### src/rtl/mem_access_pkg.sv
// ---------------------------------------------------------------------------
// mem_access_pkg
// Shared definitions for the load/store sequencer: access size encodings,
// sequencer state encoding and lane/alignment mask helpers.
// ---------------------------------------------------------------------------
package mem_access_pkg;

   localparam int BYTES_PER_WORD = 8;
   localparam int LANE_BITS      = 8;

   typedef enum logic [1:0] {
      SZ_BYTE  = 2'b00,
      SZ_HALF  = 2'b01,
      SZ_WORD  = 2'b10,
      SZ_DWORD = 2'b11
   } size_e;

   typedef enum logic [1:0] {
      IDLE  = 2'b00,
      READ  = 2'b01,
      WRITE = 2'b10,
      RESP  = 2'b11
   } state_e;

   // Low address bits that must be zero for a naturally aligned access.
   function automatic logic [2:0] align_mask(input logic [1:0] size);
      logic [2:0] mask;
      case (size_e'(size))
         SZ_BYTE:  mask = 3'b000;
         SZ_HALF:  mask = 3'b001;
         SZ_WORD:  mask = 3'b011;
         default:  mask = 3'b111;
      endcase
      return mask;
   endfunction

   // Byte lanes touched by an access of this size starting at lane 0.
   function automatic logic [BYTES_PER_WORD-1:0] size_lane_mask(input logic [1:0] size);
      logic [BYTES_PER_WORD-1:0] mask;
      case (size_e'(size))
         SZ_BYTE:  mask = 8'h01;
         SZ_HALF:  mask = 8'h03;
         SZ_WORD:  mask = 8'h0F;
         default:  mask = 8'hFF;
      endcase
      return mask;
   endfunction

endpackage

### src/rtl/byte_lane_align.sv
// ---------------------------------------------------------------------------
// byte_lane_align
// Combinational byte-lane steering shared by the load and read-modify-write
// paths of mem_access_unit. Little-endian: lane k = bits [8k+7:8k].
//
// Ports
//   offset     in   3   byte offset within the 64-bit word (addr[2:0])
//   size       in   2   access size encoding (size_e)
//   is_signed  in   1   sign-extend load result (ignored for doublewords)
//   old_word   in   64  word read from memory
//   wdata      in   64  right-justified store data
//   load_data  out  64  selected lanes shifted down, extended to 64 bits
//   merge_data out  64  old_word with the addressed lanes replaced by wdata
// ---------------------------------------------------------------------------
module byte_lane_align
   import mem_access_pkg::*;
#(
   parameter int DATA_WIDTH = 64
)(
   input  logic [2:0]            offset,
   input  logic [1:0]            size,
   input  logic                  is_signed,
   input  logic [DATA_WIDTH-1:0] old_word,
   input  logic [DATA_WIDTH-1:0] wdata,
   output logic [DATA_WIDTH-1:0] load_data,
   output logic [DATA_WIDTH-1:0] merge_data
);

   logic [5:0]                bit_shift;
   logic [DATA_WIDTH-1:0]     lane_shifted;
   logic [DATA_WIDTH-1:0]     wdata_shifted;
   logic [DATA_WIDTH-1:0]     bit_mask;
   logic [BYTES_PER_WORD-1:0] lane_mask;

   assign bit_shift     = {offset, 3'b000};
   assign lane_shifted  = old_word >> bit_shift;
   assign wdata_shifted = wdata << bit_shift;

   // Accesses are aligned before they get here, so the shifted lane mask
   // never spills past lane 7.
   assign lane_mask = size_lane_mask(size) << offset;

   always_comb begin
      load_data = lane_shifted;
      case (size_e'(size))
         SZ_BYTE:
            load_data = {{(DATA_WIDTH-8){is_signed & lane_shifted[7]}}, lane_shifted[7:0]};
         SZ_HALF:
            load_data = {{(DATA_WIDTH-16){is_signed & lane_shifted[15]}}, lane_shifted[15:0]};
         SZ_WORD:
            load_data = {{(DATA_WIDTH-32){is_signed & lane_shifted[31]}}, lane_shifted[31:0]};
         default:
            load_data = lane_shifted;
      endcase
   end

   always_comb begin
      bit_mask = '0;
      for (int k = 0; k < BYTES_PER_WORD; k++) begin
         bit_mask[LANE_BITS*k +: LANE_BITS] = {LANE_BITS{lane_mask[k]}};
      end
   end

   assign merge_data = (old_word & ~bit_mask) | (wdata_shifted & bit_mask);

endmodule

### src/rtl/mem_access_unit.sv
// ---------------------------------------------------------------------------
// mem_access_unit
// Load/store sequencer between the MEM stage and a 64-bit-only data memory.
// Accepts one byte-addressed request per handshake, faults misaligned or
// out-of-range requests, extracts/extends load lanes and performs
// sub-doubleword stores as read-modify-write.
//
// state | meaning
// ------+----------------------------------------------------------------
// IDLE  | ready for a request; fault check and request capture on accept
// READ  | MEM_READ high; load data or old word for merge sampled at exit
// WRITE | MEM_WRITE high; merged (or full) word committed at exit
// RESP  | RSP_VALID pulse with RSP_RDATA / RSP_FAULT; back to IDLE
//
// Ports
//   CLK, RESET                 clock, async active-high reset
//   REQ_VALID/READY            request handshake (READY = IDLE && !RESET)
//   REQ_WRITE/SIZE/SIGNED      store flag, size_e encoding, load extension
//   REQ_ADDR, REQ_WDATA        byte address, right-justified store data
//   RSP_VALID/RDATA/FAULT      one-cycle completion, load data, reject flag
//   MEM_READ/WRITE             memory enables
//   MEM_ADDR_OUT               word index (REQ_ADDR >> 3)
//   MEM_WRITE_DATA             full word to write
//   MEM_DATA_IN                memory read data (combinational)
// ---------------------------------------------------------------------------
module mem_access_unit
   import mem_access_pkg::*;
#(
   parameter int DATA_WIDTH = 64,
   parameter int MEM_DEPTH  = 16
)(
   input  logic                  CLK,
   input  logic                  RESET,
   input  logic                  REQ_VALID,
   output logic                  REQ_READY,
   input  logic                  REQ_WRITE,
   input  logic [1:0]            REQ_SIZE,
   input  logic                  REQ_SIGNED,
   input  logic [63:0]           REQ_ADDR,
   input  logic [DATA_WIDTH-1:0] REQ_WDATA,
   output logic                  RSP_VALID,
   output logic [DATA_WIDTH-1:0] RSP_RDATA,
   output logic                  RSP_FAULT,
   output logic                  MEM_READ,
   output logic                  MEM_WRITE,
   output logic [63:0]           MEM_ADDR_OUT,
   output logic [DATA_WIDTH-1:0] MEM_WRITE_DATA,
   input  logic [DATA_WIDTH-1:0] MEM_DATA_IN
);

   state_e                state;
   logic [2:0]            req_offset_r;
   logic [1:0]            req_size_r;
   logic                  req_signed_r;
   logic                  req_write_r;
   logic [DATA_WIDTH-1:0] req_wdata_r;

   logic                  misaligned;
   logic                  out_of_range;
   logic                  req_fault;
   logic                  req_full_store;
   logic [DATA_WIDTH-1:0] load_data;
   logic [DATA_WIDTH-1:0] merge_data;

   assign misaligned     = (REQ_ADDR[2:0] & align_mask(REQ_SIZE)) != 3'b000;
   // Full 61-bit compare so huge addresses cannot alias into the array.
   assign out_of_range   = REQ_ADDR[63:3] >= 61'(MEM_DEPTH);
   assign req_fault      = misaligned || out_of_range;
   assign req_full_store = REQ_WRITE && (REQ_SIZE == SZ_DWORD);

   assign REQ_READY = (state == IDLE) && !RESET;

   // Fed straight from MEM_DATA_IN: it is only sampled at the READ exit
   // edge, where the memory is driving the addressed word.
   byte_lane_align #(
      .DATA_WIDTH (DATA_WIDTH)
   ) u_align (
      .offset     (req_offset_r),
      .size       (req_size_r),
      .is_signed  (req_signed_r),
      .old_word   (MEM_DATA_IN),
      .wdata      (req_wdata_r),
      .load_data  (load_data),
      .merge_data (merge_data)
   );

   // MEM_WRITE_DATA doubles as the merge register: it holds the old word
   // with the new lanes already spliced in for the whole WRITE state.
   always_ff @(posedge CLK or posedge RESET) begin
      if (RESET) begin
         state          <= IDLE;
         req_offset_r   <= '0;
         req_size_r     <= '0;
         req_signed_r   <= 1'b0;
         req_write_r    <= 1'b0;
         req_wdata_r    <= '0;
         RSP_VALID      <= 1'b0;
         RSP_FAULT      <= 1'b0;
         RSP_RDATA      <= '0;
         MEM_READ       <= 1'b0;
         MEM_WRITE      <= 1'b0;
         MEM_ADDR_OUT   <= '0;
         MEM_WRITE_DATA <= '0;
      end else begin
         case (state)
            IDLE: begin
               if (REQ_VALID && REQ_READY) begin
                  req_offset_r <= REQ_ADDR[2:0];
                  req_size_r   <= REQ_SIZE;
                  req_signed_r <= REQ_SIGNED;
                  req_write_r  <= REQ_WRITE;
                  req_wdata_r  <= REQ_WDATA;
                  MEM_ADDR_OUT <= {3'b000, REQ_ADDR[63:3]};
                  if (req_fault) begin
                     state     <= RESP;
                     RSP_VALID <= 1'b1;
                     RSP_FAULT <= 1'b1;
                     RSP_RDATA <= '0;
                  end else if (req_full_store) begin
                     state          <= WRITE;
                     MEM_WRITE      <= 1'b1;
                     MEM_WRITE_DATA <= REQ_WDATA;
                  end else begin
                     state    <= READ;
                     MEM_READ <= 1'b1;
                  end
               end
            end

            READ: begin
               MEM_READ <= 1'b0;
               if (req_write_r) begin
                  state          <= WRITE;
                  MEM_WRITE      <= 1'b1;
                  MEM_WRITE_DATA <= merge_data;
               end else begin
                  state     <= RESP;
                  RSP_VALID <= 1'b1;
                  RSP_FAULT <= 1'b0;
                  RSP_RDATA <= load_data;
               end
            end

            WRITE: begin
               state     <= RESP;
               MEM_WRITE <= 1'b0;
               RSP_VALID <= 1'b1;
               RSP_FAULT <= 1'b0;
               RSP_RDATA <= '0;
            end

            RESP: begin
               state     <= IDLE;
               RSP_VALID <= 1'b0;
               RSP_FAULT <= 1'b0;
            end

            default: begin
               state     <= IDLE;
               RSP_VALID <= 1'b0;
               RSP_FAULT <= 1'b0;
               MEM_READ  <= 1'b0;
               MEM_WRITE <= 1'b0;
            end
         endcase
      end
   end

endmodule

### config.mk
export PLATFORM = sky130hd
export DESIGN_NAME = mem_access_unit
export DESIGN_NICKNAME = d
export VERILOG_FILES = /design/src/rtl/mem_access_pkg.sv /design/src/rtl/byte_lane_align.sv /design/src/rtl/mem_access_unit.sv
export SDC_FILE = /design/constraint.sdc
export NUM_CORES = 1
export LEC_CHECK = 0
export ABC_AREA = 1
export CAP_MARGIN = 15
export CORE_MARGIN = 2
export CORE_UTILIZATION = 65
export DETAILED_ROUTE_END_ITERATION = 6
export DONT_BUFFER_PORTS = 1
export GPL_TIMING_DRIVEN = 1
export PLACE_DENSITY = 0.79
export SYNTH_ARGS = -nofsm -noshare
export SYNTH_HDL_FRONTEND = slang
export SYNTH_HIERARCHICAL = 1
export SYNTH_SLANG_ARGS = --single-unit
### constraint.sdc
create_clock -name CLK -period 22 [get_ports CLK]
set_input_delay 2.2 -clock CLK [delete_from_list [all_inputs] [get_ports CLK]]
set_output_delay 2.2 -clock CLK [all_outputs]
set_load 0.005 [all_outputs]
* Yosys cells after proc, flatten, opt, wreduce, memory -nomap -nowiden
Index checks and enable logic that the tools add are counted.
** Operators by class
- $lt $le $gt $ge :: 1
- Bitwise logic cells :: 8
- Reduce and logical (&&, ||, !) cells :: 18
- Mux-type cells :: 32
- Equality and inequality tests :: 15
- Shift operators :: 3
** Operator list (count)
- $mux W64 :: 7
- $pmux W64 S3 :: 2
- $and A64 B64 Y64 :: 2
- $pmux W64 S2 :: 1
- $not A64 Y64 :: 1
- $or A64 B64 Y64 :: 1
- $shl A64 B6 Y64 :: 1
- $shr A64 B6 Y64 :: 1
- $ge A61 B5 Y1 const B :: 1
- $pmux W8 S3 :: 1
- $mux W1 :: 12
- $ne A2 B2 Y1 const B :: 6
- $eq A2 B2 Y1 const B :: 5
- $reduce_and A5 Y1 :: 2
- $pmux W3 S3 :: 1
- $pmux W2 S4 :: 1
- $reduce_and A4 Y1 :: 2
- $shl A8 B3 Y8 :: 1
- $eq A2 B1 Y1 const B :: 3
- $logic_not A2 Y1 :: 3
- $mux W2 :: 3
- $pmux W1 S3 :: 2
- $reduce_bool A3 Y1 :: 2
- $pmux W1 S4 :: 1
- other kinds (11) :: 15
** Word-level totals
- Input bits :: 199
- Word-level logic and storage cells :: 90
- Bits in registers :: 266
- Output and inout bits :: 197

* Longest topological paths before layout
Gate-level depths: netlist of the first run.
- Depth in word-level cells :: 8
- Gate-level depth with buffers :: 16
- Depth with buffers taken out :: 13

* Modules after synthesis
The synthesis of the first run kept the hierarchy.
** By module, submodules not included
- mem_access_unit :: cells each 1517, seq. area each 6656.4 um^2, area each 12010.3 um^2, times used 1
- byte_lane_align :: cells each 1029, seq. area each 0.0 um^2, area each 4760.8 um^2, times used 1

* Least setup slack after synthesis of the first run
No wires, ideal clock.
- Path kind :: in2out
- From :: input port RESET
- To :: output port REQ_READY
- Slack :: 17.483 ns
- Required time :: 19.800 ns
- Arrival :: 2.317 ns
- Stages on the path :: 1
- Buffers on the path :: 0
- Cells stage by stage :: nor2_4
** On the way
- Longest elaborated chain between the ends :: 2
** RTL lines
- from (decl) :: line mem_access_unit.sv:33 : input logic RESET,
- $logic_not A1 Y1 (no source line)
- $logic_and A1 B1 Y1 :: line mem_access_unit.sv:71 : assign REQ_READY = (state == IDLE) && !RESET;
- to (decl) :: line mem_access_unit.sv:35 : output logic REQ_READY,
No other way between the ends.

* Worst setup path after layout of the first run
Same ends and word-level chain as after synthesis.

==> results_dict.tcl, run 1 <==
set metrics [dict create \
    crit_required_ns 19.80 \
    grt_first_pass_wirelength_um 87950 \
    tightest_slew_ns 1.128 \
    power_mw 2.945 \
    crit-reg2reg-launch "req_offset_r[2]" \
    drtPass1Iterations 7 \
    coreArea_um2 25250 \
    fin_util_pct 68.44 \
    hold_viol 0 \
    arrival_ns 2.35 \
    yosys.cell_types.count 39 \
    end_kind "primary output" \
    cts_tree "done" \
    dp_hpwl_um 41700 \
    drc 8 \
    grt.busiest_layer "met2" \
    die-height_um 164.6 \
    status "complete, but fails checks" \
    vias 17070 \
    path_clk_slew_ns 0.06 \
    tns_ns 0 \
    globalplace.congestion 1.040 \
    synth_warnings 6 \
    setup_viol 0 \
    min_from "req_wdata_r[47]" \
    nets 2611 \
    antenna_found_initial 1 \
    die_area_um2 27100 \
    max_stage_delay_ns 0.15 \
    worstReg2RegEnd "RSP_RDATA[39]" \
    crit_type "input port to primary output" \
    path_max_fanout 2 \
    path_buf_inv 0 \
    grt_pass1_vias 15900 \
    clock_path_buffers 3 \
    slew_violations 0 \
    crit_family "simple AND/OR/NAND/NOR gates" \
    fin_crit_sh_pct 20.67 \
    min_path_cells 2 \
    clk_latency_ns 0.56 \
    hp-class "register to register" \
    skew_ns 0.02992 \
    grt_max_degree 121 \
    rr_worst_depth 12 \
    cellLeakagePower_nw 9.492 \
    grt_use_met3_pct 11.15 \
    ir_drop_mv 0.1475 \
    r2r_slack_ns 17.73 \
    rsz0062_at_grt "no" \
    hold_buffers 0 \
    clock_sinks 266 \
    cts.repair.resized 0 \
    syn_avg_cell_area_um2 6.587 \
    grt-ovfl-total 0 \
    postRouteAntennaNets 0 \
    gr-usage-met1_pct 55.91 \
    drt_iter0_drc 2648 \
    hold_slack_ns 0.4855 \
    htreeDepth 1 \
    viasPerCell 6.202 \
    dieWidth_um 164.6 \
    drive_above_1_share_pct 4.298 \
    start_kind "input port" \
    cts_buffers 27 \
    ios 396 \
    initial_core_util_pct 66.41 \
    final_common_cell "nand2_1" \
    post-route-min-period_ns 4.547 \
    yosysSeqAreaShare_pct 39.69 \
    drv_cap 0 \
    holdPathEnd "req_wdata_r[47]" \
    worstPathCellList "nor2_4" \
    layout_common_cells "nand2_1 (1140), dfrtp_1 (263), o21ai_0 (232), inv_1 (203), nand4_1 (164)" \
    track_usage_pct 41.95 \
    max_freq_mhz 220.0 \
    post_cts_buffers 0 \
    wirelength_um 58170 \
    synthToLayoutAreaGrowth_pct 3.051 \
    grtUsageMet2_pct 65.94 \
    std_cell_rows 58 \
    syn_inst 2546 \
    port-buffer-count 0 \
    fillCellCount 2191 \
    detail_route.wl_per_cell_um 21.14 \
    slowest_stage "nor2_4" \
    synth_area_um2 16770 \
    clockRootBuffer "clkbuf_16" \
    violations "design-rule violations" \
    power_density_nw_per_um2 170.4 \
    slew_headroom_pct 24.57 \
    synth_seq_cells 266 \
]
per-layer routing:
metal	wire (um)	share of wire [%]
met3	7358	13
met5	0	0
met2	26090	45
met4	2462	4.2
met1	22260	38
synthesized netlist by cell type:
| cell type | instances | area [um2] |
|---|---|---|
| a21boi_1 | 1 | 7.510 |
| o21ai_1 | 80 | 400.4 |
| buf_2 | 43 | 215.2 |
| clkbuf_1 | 82 | 307.8 |
| o211ai_1 | 19 | 142.6 |
| nand4_1 | 164 | 1026 |
| buf_6 | 14 | 157.7 |
| nand2_4 | 1 | 11.26 |
| buf_1 | 27 | 101.4 |
| inv_1 | 205 | 769.5 |
| and2_1 | 1 | 6.260 |
| dfrtp_1 | 266 | 6656 |
| nor2_1 | 57 | 214.0 |
| o21a_1 | 7 | 52.55 |
| nand2_2 | 6 | 37.54 |
| o21ai_0 | 232 | 1161 |
| conb_1 | 1 | 3.750 |
| o21ai_2 | 8 | 70.07 |
| a31oi_1 | 1 | 6.260 |
| nand2_1 | 1142 | 4287 |
| o22ai_1 | 1 | 6.260 |
| nand3_1 | 105 | 525.5 |
| nor2_4 | 1 | 11.26 |
| a21boi_2 | 1 | 11.26 |
| nor3_1 | 2 | 10.01 |
| nand3_2 | 3 | 30.03 |
| a21oi_2 | 5 | 43.79 |
| inv_2 | 5 | 18.77 |
| o31ai_1 | 3 | 22.52 |
| and3_1 | 1 | 6.260 |
| buf_4 | 22 | 165.2 |
| buf_8 | 2 | 30.03 |
| a21oi_1 | 12 | 60.06 |
| nand2b_1 | 1 | 6.260 |
| inv_6 | 1 | 8.760 |
| nor2_2 | 6 | 37.54 |
| ha_1 | 5 | 62.56 |
| or2_0 | 2 | 12.51 |
| or2_1 | 11 | 68.82 |
where the power goes:
group,total (mW),internal [mW],leakage (nW),switching [mW]
registers,0.929,0.711,3.40,0.218
clock network,0.460,0.265,0.423,0.195
logic,1.56,0.437,5.67,1.12
total,2.94,1.41,9.49,1.53
metrics by stage:
stage	instances	area, um2	worst slack (ns)
after floorplan	2548	16780	12.47
after global placement	2707	16400	16.75
after detailed placement	2707	16400	16.55
after CTS	2749	17260	17.13
after global routing	2751	17280	17.45
final	2752	17280	17.45
flip-flops by register name, summed over array words and instances, names as in the netlist:
name / count
MEM_WRITE_DATA: 64
RSP_RDATA: 64
req_wdata_r: 64
MEM_ADDR_OUT: 61
req_offset_r: 3
req_size_r: 2
state: 2
MEM_READ: 1
MEM_WRITE: 1
RSP_FAULT: 1
RSP_VALID: 1
req_signed_r: 1
req_write_r: 1
kinds of logic (layout without fill, tap and decap cells):
group	count (synthesis)	count (layout)	share of synthesized area (%)
AO/OA/AOI/OAI	370	370	11.83
buffers and inverters	401	273	10.58
other	1	5	0.02236
AND/OR/NAND/NOR	1503	1503	37.50
flip-flops	266	266	39.69
adder cells (fa/ha/maj)	5	5	0.3730
final cells by class:
class | count | area [um2] | area share [%]
flip-flops and latches | 266 | 6663 | 38.55
inverters | 211 | 804.5 | 4.655
diodes | 2 | 5.005 | 0.02896
multi-input cells | 1881 | 8378 | 48.48
clock buffers | 35 | 765.7 | 4.431
repair buffers | 20 | 162.7 | 0.9411
clock inverters | 7 | 91.34 | 0.5285
well taps | 330 | 412.9 | 2.389
worst max-delay path by stage:
stage / start / end / slack [ns] / depth (start not counted)
2_1_floorplan: RESET / MEM_ADDR_OUT[0] / 12.47 / 1
4_1_cts: RESET / RSP_RDATA[62] / 17.13 / 10
6_report: RESET / REQ_READY / 17.45 / 1
5_1_grt: RESET / REQ_READY / 17.45 / 1
3_3_place_gp: RESET / RSP_RDATA[60] / 16.75 / 10
3_5_place_dp: RESET / RSP_RDATA[40] / 16.55 / 10
worst register-to-register path, cell delays in order, from the launching register on:
cell and delay, ns:
dfrtp_2 0.34, buf_4 0.57, inv_1 0.11, buf_4 0.33, nor2_1 0.91, nand2_1 0.11
nand2_1 0.14, nand3_1 0.81, nand4_1 0.47, nand2_1 0.10, inv_1 0.11, nand4_1 0.10
nand2_1 0.11
(Power assumes the default switching activity.)
==> run 2: changes to the inputs <==
Clock period 22 ns to 4.5 ns, I/O delays scaled along.
==> run 2 against run 1 <==
Net effect: the flow finishes with violations (negative hold slack); clock power grew to 4.8 times the previous value; combinational power grew to 4.9 times the previous value; global-route usage is 0.54 points higher; die area stayed put; non-clock buffer count is 9 higher; sequential share of layout area is 0.25 points lower; design area is 0.64% higher; critical path type is now register to register; critical endpoint is now req_wdata_r[10].
==> results_dict.tcl, run 2 (synthesis gave the netlist of run 1 again) <==
set metrics [dict create \
    status "complete, but fails checks" \
    violations "negative hold slack" \
    max_stage_delay_ns 0.82 \
    clock_sinks 266 \
    clockRootBuffer "clkbuf_16" \
    clock_path_buffers 3 \
    worstPathCellList "inv_1 -> ha_1 -> inv_2 -> nor2_4 -> nand2_4 -> buf_4 -> buf_4 -> o21ai_0" \
    max_freq_mhz 308.8 \
    crit_family "buffers and inverters" \
    htreeDepth 1 \
    ir_drop_mv 0.7425 \
    track_usage_pct 42.49 \
    dp_hpwl_um 42870 \
    power_density_nw_per_um2 829.5 \
    slew_violations 0 \
    viasPerCell 6.262 \
    crit_top_cell "buf_4" \
    grt_use_met3_pct 11.02 \
    hp-class "input port to asynchronous set/reset pin" \
    path_clk_slew_ns 0.07 \
    hold_slack_ns -0.01782 \
    slew_headroom_pct 34.23 \
    synthToLayoutAreaGrowth_pct 3.715 \
    cts_buffers 27 \
    arrival_ns 3.61 \
    crit_type "register to register" \
    dieWidth_um 164.6 \
    comb_power_share_pct 53.0 \
    die-height_um 164.6 \
    postRouteAntennaNets 0 \
    grt_max_degree 121 \
    antenna_found_initial 2 \
    tns_ns 0 \
    ios 396 \
    setup_viol 0 \
    globalplace.congestion 1.064 \
    p_sw_share_pct 52.44 \
    post_cts_buffers 0 \
    worstReg2RegEnd "req_wdata_r[10]" \
    port-buffer-count 0 \
    fin_cells 2770 \
    power_frac_clock_pct 15.3 \
    die_area_um2 27100 \
    cts_tree "done" \
    drtPass1Iterations 7 \
    grt_pass1_vias 16030 \
    rr_worst_depth 8 \
    vias 17350 \
    final_common_cell "nand2_1" \
    drc 0 \
    skew_ns 0.02670 \
    reg_top3 "MEM_WRITE_DATA x64, RSP_RDATA x64, req_wdata_r x64" \
    detail_route.wl_per_cell_um 21.39 \
    gr-usage-met1_pct 56.27 \
    start_kind "register" \
    crit_required_ns 4.88 \
    nets 2620 \
    rsz0062_at_grt "no" \
    dp.cells 2714 \
    end_kind "register" \
    fin_crit_sh_pct 71.96 \
    drt_iter0_drc 2710 \
    slowest_stage "buf_4" \
    r2r_slack_ns 1.26 \
    std_cell_rows 58 \
    post-route-min-period_ns 3.238 \
    drv_cap 0 \
    path_max_fanout 104 \
    clk_latency_ns 0.56 \
    coreArea_um2 25250 \
    grt_first_pass_wirelength_um 89460 \
    initial_core_util_pct 66.41 \
    hold_viol 37 \
    switchingPower_mw 7.567 \
    layout_common_cells "nand2_1 (1140), dfrtp_1 (263), o21ai_0 (232), inv_1 (203), nand4_1 (164)" \
    wirelength_um 59240 \
    cellLeakagePower_nw 9.532 \
    grt-ovfl-total 0 \
    drive_above_1_share_pct 4.883 \
    grtUsageMet2_pct 67.19 \
    crit-reg2reg-launch "state[0]" \
    tightest_slew_ns 0.9845 \
    path_buf_inv 4 \
    grt.busiest_layer "met2" \
    power.sequential.fraction_pct 31.7 \
    internal_power_mw 6.862 \
]
[run 2: changes by cell type in the layout (fill, tap and decap cells not counted), sizes merged, moves of 2 or more]
cell      change
buf           +8
bufinv        -2
clkinv        +3
clkinvlp      +6
[run 2: worst reg2reg max path, stage by stage, from the launching register on]
cell     delay, ns
dfrtp_1       0.47
inv_1         0.10
ha_1          0.28
inv_2         0.16
nor2_4        0.07
nand2_4       0.06
buf_4         0.72
buf_4         0.86
o21ai_0       0.35
[run 2: cell type report]
type                            count  area, um2
Antenna cell                        3      7.507
Clock buffer                       36      769.5
Clock inverter                     14      92.59
Fill cell                        2184       7860
Inverter                          211      800.8
Multi-Input combinational cell   1881       8378
Sequential cell                   266       6663
Tap cell                          330      412.9
Timing Repair Buffer               29      270.3
[run 2: power by group through the flow]
stage,logic (mW),clock network (mW),registers (mW)
global placement,7.12,0,4.54
detailed placement,7.28,0,4.56
floorplan,5.88,0,4.11
CTS,7.36,2.20,4.56
finish,7.65,2.21,4.57
global route,8.41,2.31,4.69
[run 2: worst max-delay path by stage]
stage                     slack, ns                end          from  depth (start not counted)
after global routing           1.03    req_wdata_r[10]      state[0]                          8
final                          1.26    req_wdata_r[10]      state[0]                          8
after floorplan                0.54    MEM_ADDR_OUT[0]         RESET                          1
after global placement         1.53  MEM_WRITE_DATA[0]  REQ_ADDR[10]                         11
after CTS                      1.39    req_wdata_r[10]      state[0]                          8
after detailed placement       1.42  MEM_WRITE_DATA[8]      state[1]                         12
[run 2: stage by stage]
stage	utilization (%)	hold WS (ns)	power, mW	setup slack, ns	cell area [um2]
6_report	68.88	-0.01782	14.43	1.262	17390
5_1_grt	68.86	0.01189	15.41	1.029	17390
3_3_place_gp	65.23	0.4671	11.66	1.530	16470
3_5_place_dp	65.23	0.4738	11.84	1.423	16470
4_1_cts	68.69	0.001487	14.11	1.385	17350
2_1_floorplan	-	0.4435	9.988	0.5385	16780
[run 2: per-layer routing]
metal | share of wire (%) | up-vias
met1 | 38 | 8085
met5 | 0 | -
met3 | 13 | 180
li1 | - | 7892
met2 | 45 | 1188
met4 | 4.2 | 0
[run 2: what timing repair did]
action / in CTS / in global routing
hold endpoints to repair: 1 / 0
resized for setup: 0 / 0
hold buffers: 1 / 0
